===== src/rtl/csr_trap_ctrl.sv =====
`default_nettype none
// ============================================================================
// Module   : csr_trap_ctrl
// Purpose  : Sequences machine-mode trap entry and MRET return via CSR port.
// Revision : 1.0 - initial release
// ============================================================================
module csr_trap_ctrl #(
    parameter logic [31:0] IRQ_CAUSE = 32'h8000_000B,
    parameter logic [1:0]  MPP_M     = 2'b11
) (
    input  logic        clk,
    input  logic        rst_n,
    input  logic        exc_valid,
    input  logic [4:0]  exc_cause,
    input  logic [31:0] exc_tval,
    input  logic [31:0] cur_pc,
    input  logic        irq_ext,
    input  logic        mret,
    input  logic [31:0] csr_rd,
    output logic        csr_we,
    output logic [11:0] csr_addr,
    output logic [31:0] csr_wd,
    output logic        stall,
    output logic        redirect,
    output logic [31:0] redirect_pc
);

    localparam logic [11:0] c_addr_mstatus = 12'h300;
    localparam logic [11:0] c_addr_mtvec   = 12'h305;
    localparam logic [11:0] c_addr_mepc    = 12'h341;
    localparam logic [11:0] c_addr_mcause  = 12'h342;
    localparam logic [11:0] c_addr_mtval   = 12'h343;
    localparam logic [31:0] c_align_mask   = 32'hFFFF_FFFC;

    typedef enum logic [3:0] {
        IDLE     = 4'd0,
        W_EPC    = 4'd1,
        W_CAUSE  = 4'd2,
        W_TVAL   = 4'd3,
        W_STATUS = 4'd4,
        RD_TVEC  = 4'd5,
        M_STATUS = 4'd6,
        RD_EPC   = 4'd7
    } state_e;

    state_e      state_q, state_d;
    logic [31:0] pc_q, pc_d;
    logic [31:0] cause_q, cause_d;
    logic [31:0] tval_q, tval_d;

    logic        take_exc;
    logic        take_irq;
    logic        take_mret;

    // rst_n gates acceptance so stall stays low while reset is held.
    always_comb begin
        take_exc  = 1'b0;
        take_irq  = 1'b0;
        take_mret = 1'b0;
        if (rst_n && (state_q == IDLE)) begin
            if (exc_valid) begin
                take_exc = 1'b1;
            end else if (irq_ext && csr_rd[3]) begin
                take_irq = 1'b1;
            end else if (mret) begin
                take_mret = 1'b1;
            end
        end
    end

    always_comb begin
        state_d     = state_q;
        pc_d        = pc_q;
        cause_d     = cause_q;
        tval_d      = tval_q;
        csr_we      = 1'b0;
        csr_addr    = c_addr_mstatus;
        csr_wd      = 32'h0;
        stall       = 1'b1;
        redirect    = 1'b0;
        redirect_pc = 32'h0;

        case (state_q)
            IDLE: begin
                stall = take_exc | take_irq | take_mret;
                if (take_exc || take_irq) begin
                    pc_d    = cur_pc;
                    cause_d = take_exc ? {27'b0, exc_cause} : IRQ_CAUSE;
                    tval_d  = take_exc ? exc_tval : 32'h0;
                    state_d = W_EPC;
                end else if (take_mret) begin
                    pc_d    = cur_pc;
                    cause_d = 32'h0;
                    tval_d  = 32'h0;
                    state_d = M_STATUS;
                end
            end
            W_EPC: begin
                csr_we   = 1'b1;
                csr_addr = c_addr_mepc;
                csr_wd   = pc_q & c_align_mask;
                state_d  = W_CAUSE;
            end
            W_CAUSE: begin
                csr_we   = 1'b1;
                csr_addr = c_addr_mcause;
                csr_wd   = cause_q;
                state_d  = W_TVAL;
            end
            W_TVAL: begin
                csr_we   = 1'b1;
                csr_addr = c_addr_mtval;
                csr_wd   = tval_q;
                state_d  = W_STATUS;
            end
            W_STATUS: begin
                // MPIE <- MIE, MIE <- 0, MPP <- machine; rest passes through.
                csr_we        = 1'b1;
                csr_addr      = c_addr_mstatus;
                csr_wd        = csr_rd;
                csr_wd[7]     = csr_rd[3];
                csr_wd[3]     = 1'b0;
                csr_wd[12:11] = MPP_M;
                state_d       = RD_TVEC;
            end
            RD_TVEC: begin
                csr_addr    = c_addr_mtvec;
                redirect    = 1'b1;
                redirect_pc = csr_rd & c_align_mask;
                state_d     = IDLE;
            end
            M_STATUS: begin
                csr_we    = 1'b1;
                csr_addr  = c_addr_mstatus;
                csr_wd    = csr_rd;
                csr_wd[3] = csr_rd[7];
                csr_wd[7] = 1'b1;
                state_d   = RD_EPC;
            end
            RD_EPC: begin
                csr_addr    = c_addr_mepc;
                redirect    = 1'b1;
                redirect_pc = csr_rd;
                state_d     = IDLE;
            end
            default: begin
                stall   = 1'b0;
                state_d = IDLE;
            end
        endcase
    end

    always_ff @(posedge clk or negedge rst_n) begin
        if (!rst_n) begin
            state_q <= IDLE;
            pc_q    <= 32'h0;
            cause_q <= 32'h0;
            tval_q  <= 32'h0;
        end else begin
            state_q <= state_d;
            pc_q    <= pc_d;
            cause_q <= cause_d;
            tval_q  <= tval_d;
        end
    end

endmodule
`default_nettype wire


===== config.mk =====
export PLATFORM = sky130hd
export DESIGN_NAME = csr_trap_ctrl
export DESIGN_NICKNAME = d
export VERILOG_FILES = /design/src/rtl/csr_trap_ctrl.sv
export SDC_FILE = /design/constraint.sdc
export NUM_CORES = 1
export LEC_CHECK = 0
export BUFFER_PORTS_ARGS = -buffer_cell sky130_fd_sc_hd__clkbuf_2
export CAP_MARGIN = 0
export CORE_MARGIN = 1.5
export CORE_UTILIZATION = 52
export CTS_BUF_LIST = sky130_fd_sc_hd__clkbuf_4 sky130_fd_sc_hd__clkbuf_8
export CTS_CLUSTER_SIZE = 16
export DETAILED_ROUTE_END_ITERATION = 10
export GPL_TIMING_DRIVEN = 0
export PLACE_DENSITY = 0.95
export SYNTH_ARGS = -nofsm -noshare
export SYNTH_HDL_FRONTEND = slang
export SYNTH_SLANG_ARGS = --single-unit

===== constraint.sdc =====
create_clock -name clk -period 4.4 [get_ports clk]
set_input_delay 0.22 -clock clk [delete_from_list [all_inputs] [get_ports clk]]
set_output_delay 0.22 -clock clk [all_outputs]
set_load 0.02 [all_outputs]

**Yosys cells after proc, flatten, opt, wreduce, memory -nomap -nowiden**

Index checks and enable logic that the tools add are counted.

- Flip-flop bits (word level): 100
- Logic and storage cells: 49

- Equality and inequality tests: 8
- Multiplexer cells: 25
- Bitwise gates (word level): 2
- Reduce and logical (&&, ||, !) cells: 10

Operators by type and width:

| kind | count |
|---|---|
| 2-to-1 mux 32 bit | 7 |
| one-hot mux 32 bit (5 select lines) | 1 |
| one-hot mux 32 bit (2 select lines) | 1 |
| one-hot mux 7 bit (4 select lines) | 1 |
| one-hot mux 4 bit (6 select lines) | 1 |
| equality test 4 x 3 -> 1 bit, second input constant | 4 |
| 2-to-1 mux 1 bit | 11 |
| equality test 4 x 2 -> 1 bit, second input constant | 2 |
| 2-to-1 mux 4 bit | 2 |
| OR reduction 7 bit | 1 |
| OR reduction 5 bit | 1 |
| equality test 4 x 1 -> 1 bit, second input constant | 1 |
| zero test 4 bit | 1 |
| OR reduction 2 bit | 2 |
| != test 3 x 2 -> 1 bit, second input constant | 1 |
| logical AND 1 bit | 2 |
| bitwise OR 1 bit | 2 |
| one-hot mux 1 bit (2 select lines) | 1 |
| AND reduction 2 bit | 1 |
| nonzero test 2 bit | 1 |
| logical OR 1 bit | 1 |

**Logic depth before layout (Yosys ltp)**

- Word-level depth: 7
- Depth in mapped cells: 6
- Depth with buffers taken out: 3

**Least setup slack after synthesis**

No wires, ideal clock.

- Kind: register -> output
- From: register state_q[1]
- To: output port csr_wd[10]
- Arrival: 1.525 ns
- Required time: 4.180 ns
- Setup slack: 2.655 ns
- Stages on the path, launching flop included: 6
- Buffers on the path: 3
- Path through: dfrtp_1 > buf_2 > buf_2 > buf_2 > mux2i_1 > o21ai_0

- Word-level cells in the longest chain between the ends: 2
- Elaborated cells on any way between the ends: 6
- Classes of those cells: 5 x eq/ne; 1 x mux

Ends and longest elaborated chain:

| item | line | source |
|---|---|---|
| start: declaration | 46 | `state_e state_q, state_d;` |
| start signal: assignment | 160 | `state_q <= state_d;` |
| equality test 4 x 3 -> 1 bit (tied with other cells) | 83 | `case (state_q)` |
| one-hot mux 32 bit (5 select lines) (*) | 83 |  |
| end: declaration | 22 | `output logic [31:0] csr_wd,` |

Mark *: on every way between the ends. The rest lies on a longest branch, timed or not.

**Worst setup path after layout**

- From: register state_q[0]
- To: output port csr_wd[10]

The elaborated chain is that of the path after synthesis.

==> impl_metrics.toml <==
[status]
result_of_the_run = "completed"

[final_layout]
filler_cell_count = 590
fin_util_pct = 70.6
area_growth_syn_to_layout_pct = 32.1
area_occupied_by_multi_input_gates_mm2 = 0.00175
finish.instance_area_mm2 = 0.00512
antenna_diode_count = 0
final_layout_size_suffix_gt1_share_pct = 36.5
regArea_mm2 = 0.00178
fin_cells = 707
nets = 709

[timing]
setup_skew_after_layout_ns = 0.00530
fin_hold_ws_ns = 0.0932
hold_viol = 0
layout_setup_ws_ns = 1.88
finalSetupViolations = 0
totalNegativeSetupSlack_ns = 0
final.min_clock_period_ns = 2.52
slew_viol_final = 0
rsz0062_at_grt = "false"
layout_worst_path_cycle_share_pct = 57.3
worst_pin_slew_ns = 0.580
achievable-frequency_mhz = 397
timing.slew.headroom_pct = 61.4

[placed_design]
place.gp.congestion = 0.829
port-buffer-count = 174
numPlacedInstances = 690
placement.setup.worst_slack_ns = 2.27
estimated_wirelength_of_the_detail_placed_design_mm = 8.62
placement_stage_cell_area_mm2 = 0.00492

[pwr]
total_power_mw = 3.60
power.density_mw_per_mm2 = 703
p_leak_nw = 2.75
power.ir.vdd_worst_mv = 0.371

[synth]
yosysSeqAreaShare_pct = 45.8
post_synth_inst_count = 410
postSynthAreaPerCell_um2 = 9.46
number_of_warnings_reported_in_the_yosys_synthesis_log = 0
count_of_state_elements_after_synthesis = 71
post_synth_num_cell_types = 32
syn-cell-area_mm2 = 0.00388

[worst_setup_path]
worst_setup_path_end_kind = "primary output"
cp-start-kind = "flop"
worst_ep_required_time_ns = 4.18
arrival_time_at_the_worst_endpoint_ns = 2.30
worstSetupPathType = "flop to primary output"
path_max_fanout = 10

[clock_tree]
clock_tree_from_tritoncts = "done"
path_clk_slew_ns = 0.07
worst_skew_pair.late_latency_ns = 0.34
cts_sinks = 71
clockRootBuffer = "clkbuf_8"
cts_max_path_buffers = 2
ctsHtreeMaxLevel = 3
cts-buffers-inserted = 9

[grt]
grt.overflow.total = 0
grt_max_degree = 40
grt_use_total_pct = 29.3
antenna_found_initial = 0
via_count_of_the_first_global_routing_pass = 3609
global_route_wire_length_before_repair_mm = 17.4

[detailed_routing]
dr.first_iter.drc_count = 187
wire_per_inst_um = 16.5
drtPass1Iterations = 4
antenna_left = 0
detail_route.wirelength_mm = 11.7
detail_route.drc_violations = 0
detail_route.vias_per_cell = 5.47
num_vias = 3865

[run]
maxCapViolations = 0

[floorplan]
die_height_um = 89.4
floorplan.initialDensity_pct = 53.5
top_level_ports = 185
row_count = 31
coreArea_mm2 = 0.00725
total_die_area_mm2 = 0.00799
die_x_um = 89.4

[hold_path]
worst_hold_path_type = "input pin to flop"
-- where the power goes --
part	total, mW	leakage, nW	switching [mW]	internal (mW)
logic	1.92	1.77	1.20	0.722
clock network	0.502	0.105	0.238	0.264
registers	1.18	0.881	0.194	0.986
-- logic make-up (layout without fill, tap and decap cells) --
group / after synthesis / after routing / synth area share, %
flops: 71 / 71 / 45.8
mux: 63 / 63 / 17.3
simple gates: 106 / 106 / 14.4
compound gates: 86 / 86 / 12.5
buf+inv: 82 / 274 / 9.77
other cells: 2 / 8 / 0.194
-- layout make-up --
class,count,share of cell area (%)
plain buffers,45,4.69
clock inverters,3,0.293
inverters,37,2.71
repair buffers,176,17.6
flip-flops and latches,71,34.7
multi-input cells,263,34.1
clock buffers,13,3.49
well taps,99,2.42
-- repair_timing --
| item | CTS | global route |
|---|---|---|
| hold buffers | 1 | 0 |
| hold endpoints to repair | 32 | 0 |
| gates resized for setup | 0 | 0 |
| buffers inserted | 0 | 0 |
| setup endpoints to repair | 0 | 0 |
-- cell usage in the layout (no fill, tap or decap), types with 20 or more instances in the layout --
cell / instances
mux2_1: 26
mux2i_1: 31
nand3_1: 35
dfrtp_1: 71
o21ai_0: 64
inv_1: 37
clkbuf_1: 20
nand2_1: 24
clkbuf_2: 173
and3_1: 32
-- cells in the mapped netlist --
library cell | count | area share [%]
dfrtp_1 | 71 | 46
o21ai_0 | 64 | 8.3
inv_1 | 37 | 3.6
nand3_1 | 35 | 4.5
and3_1 | 32 | 5.2
mux2i_1 | 31 | 8.0
mux2_1 | 26 | 7.5
nand2_1 | 24 | 2.3
clkbuf_1 | 20 | 1.9
buf_2 | 12 | 1.5
buf_4 | 9 | 1.7
mux2_2 | 6 | 1.7
a22o_1 | 5 | 1.1
and2_1 | 4 | 0.65
nand2b_1 | 4 | 0.65
o22ai_1 | 4 | 0.65
a22oi_1 | 3 | 0.58
buf_6 | 3 | 0.87
nor2_1 | 3 | 0.29
a21oi_1 | 2 | 0.26
conb_1 | 2 | 0.19
nor2b_1 | 2 | 0.32
o21bai_1 | 2 | 0.39
a21boi_1 | 1 | 0.19
a21o_1 | 1 | 0.19
a221oi_1 | 1 | 0.23
a32oi_1 | 1 | 0.23
buf_1 | 1 | 0.097
nor3_1 | 1 | 0.13
nor4b_2 | 1 | 0.39
o31ai_1 | 1 | 0.19
o32ai_1 | 1 | 0.23
-- per-layer routing --
| layer | up-vias | global-route usage [%] | wire length, µm |
|---|---|---|---|
| met5 | - | 0 | 0 |
| met4 | 0 | 9.79 | 167 |
| met3 | 17 | 6.37 | 785 |
| met2 | 187 | 49.2 | 5770 |
| met1 | 1882 | 37.9 | 4970 |
| li1 | 1779 | - | - |
-- worst paths after layout --
| kind | startpoint | to | slack [ns] | cells after the start |
|---|---|---|---|---|
| hold reg to reg | pc_q[14] | pc_q[14] | 0.48 | 1 |
| setup / recovery | state_q[0] | csr_wd[10] | 1.88 | 7 |
| max in group asynchronous | rst_n | tval_q[10] | 3.40 | 3 |
| hold / removal | cur_pc[6] | pc_q[6] | 0.09 | 2 |
| setup reg to reg | state_q[2] | pc_q[19] | 2.52 | 5 |
| min in group asynchronous | rst_n | pc_q[27] | 0.41 | 2 |
-- critical path, stage by stage, from the launching register on --
cell and delay [ns]:
dfrtp_1 0.39, clkbuf_1 0.26, nor2b_1 0.19, buf_2 0.30, buf_1 0.42, nand2_1 0.09, o21ai_0 0.10, clkbuf_2 0.21
-- state kept, by name (all words and copies together), names as in the netlist --
register	flops
cause_q	6
pc_q	30
state_q	3
tval_q	32
Note: power is estimated with default switching activity, not from simulation.
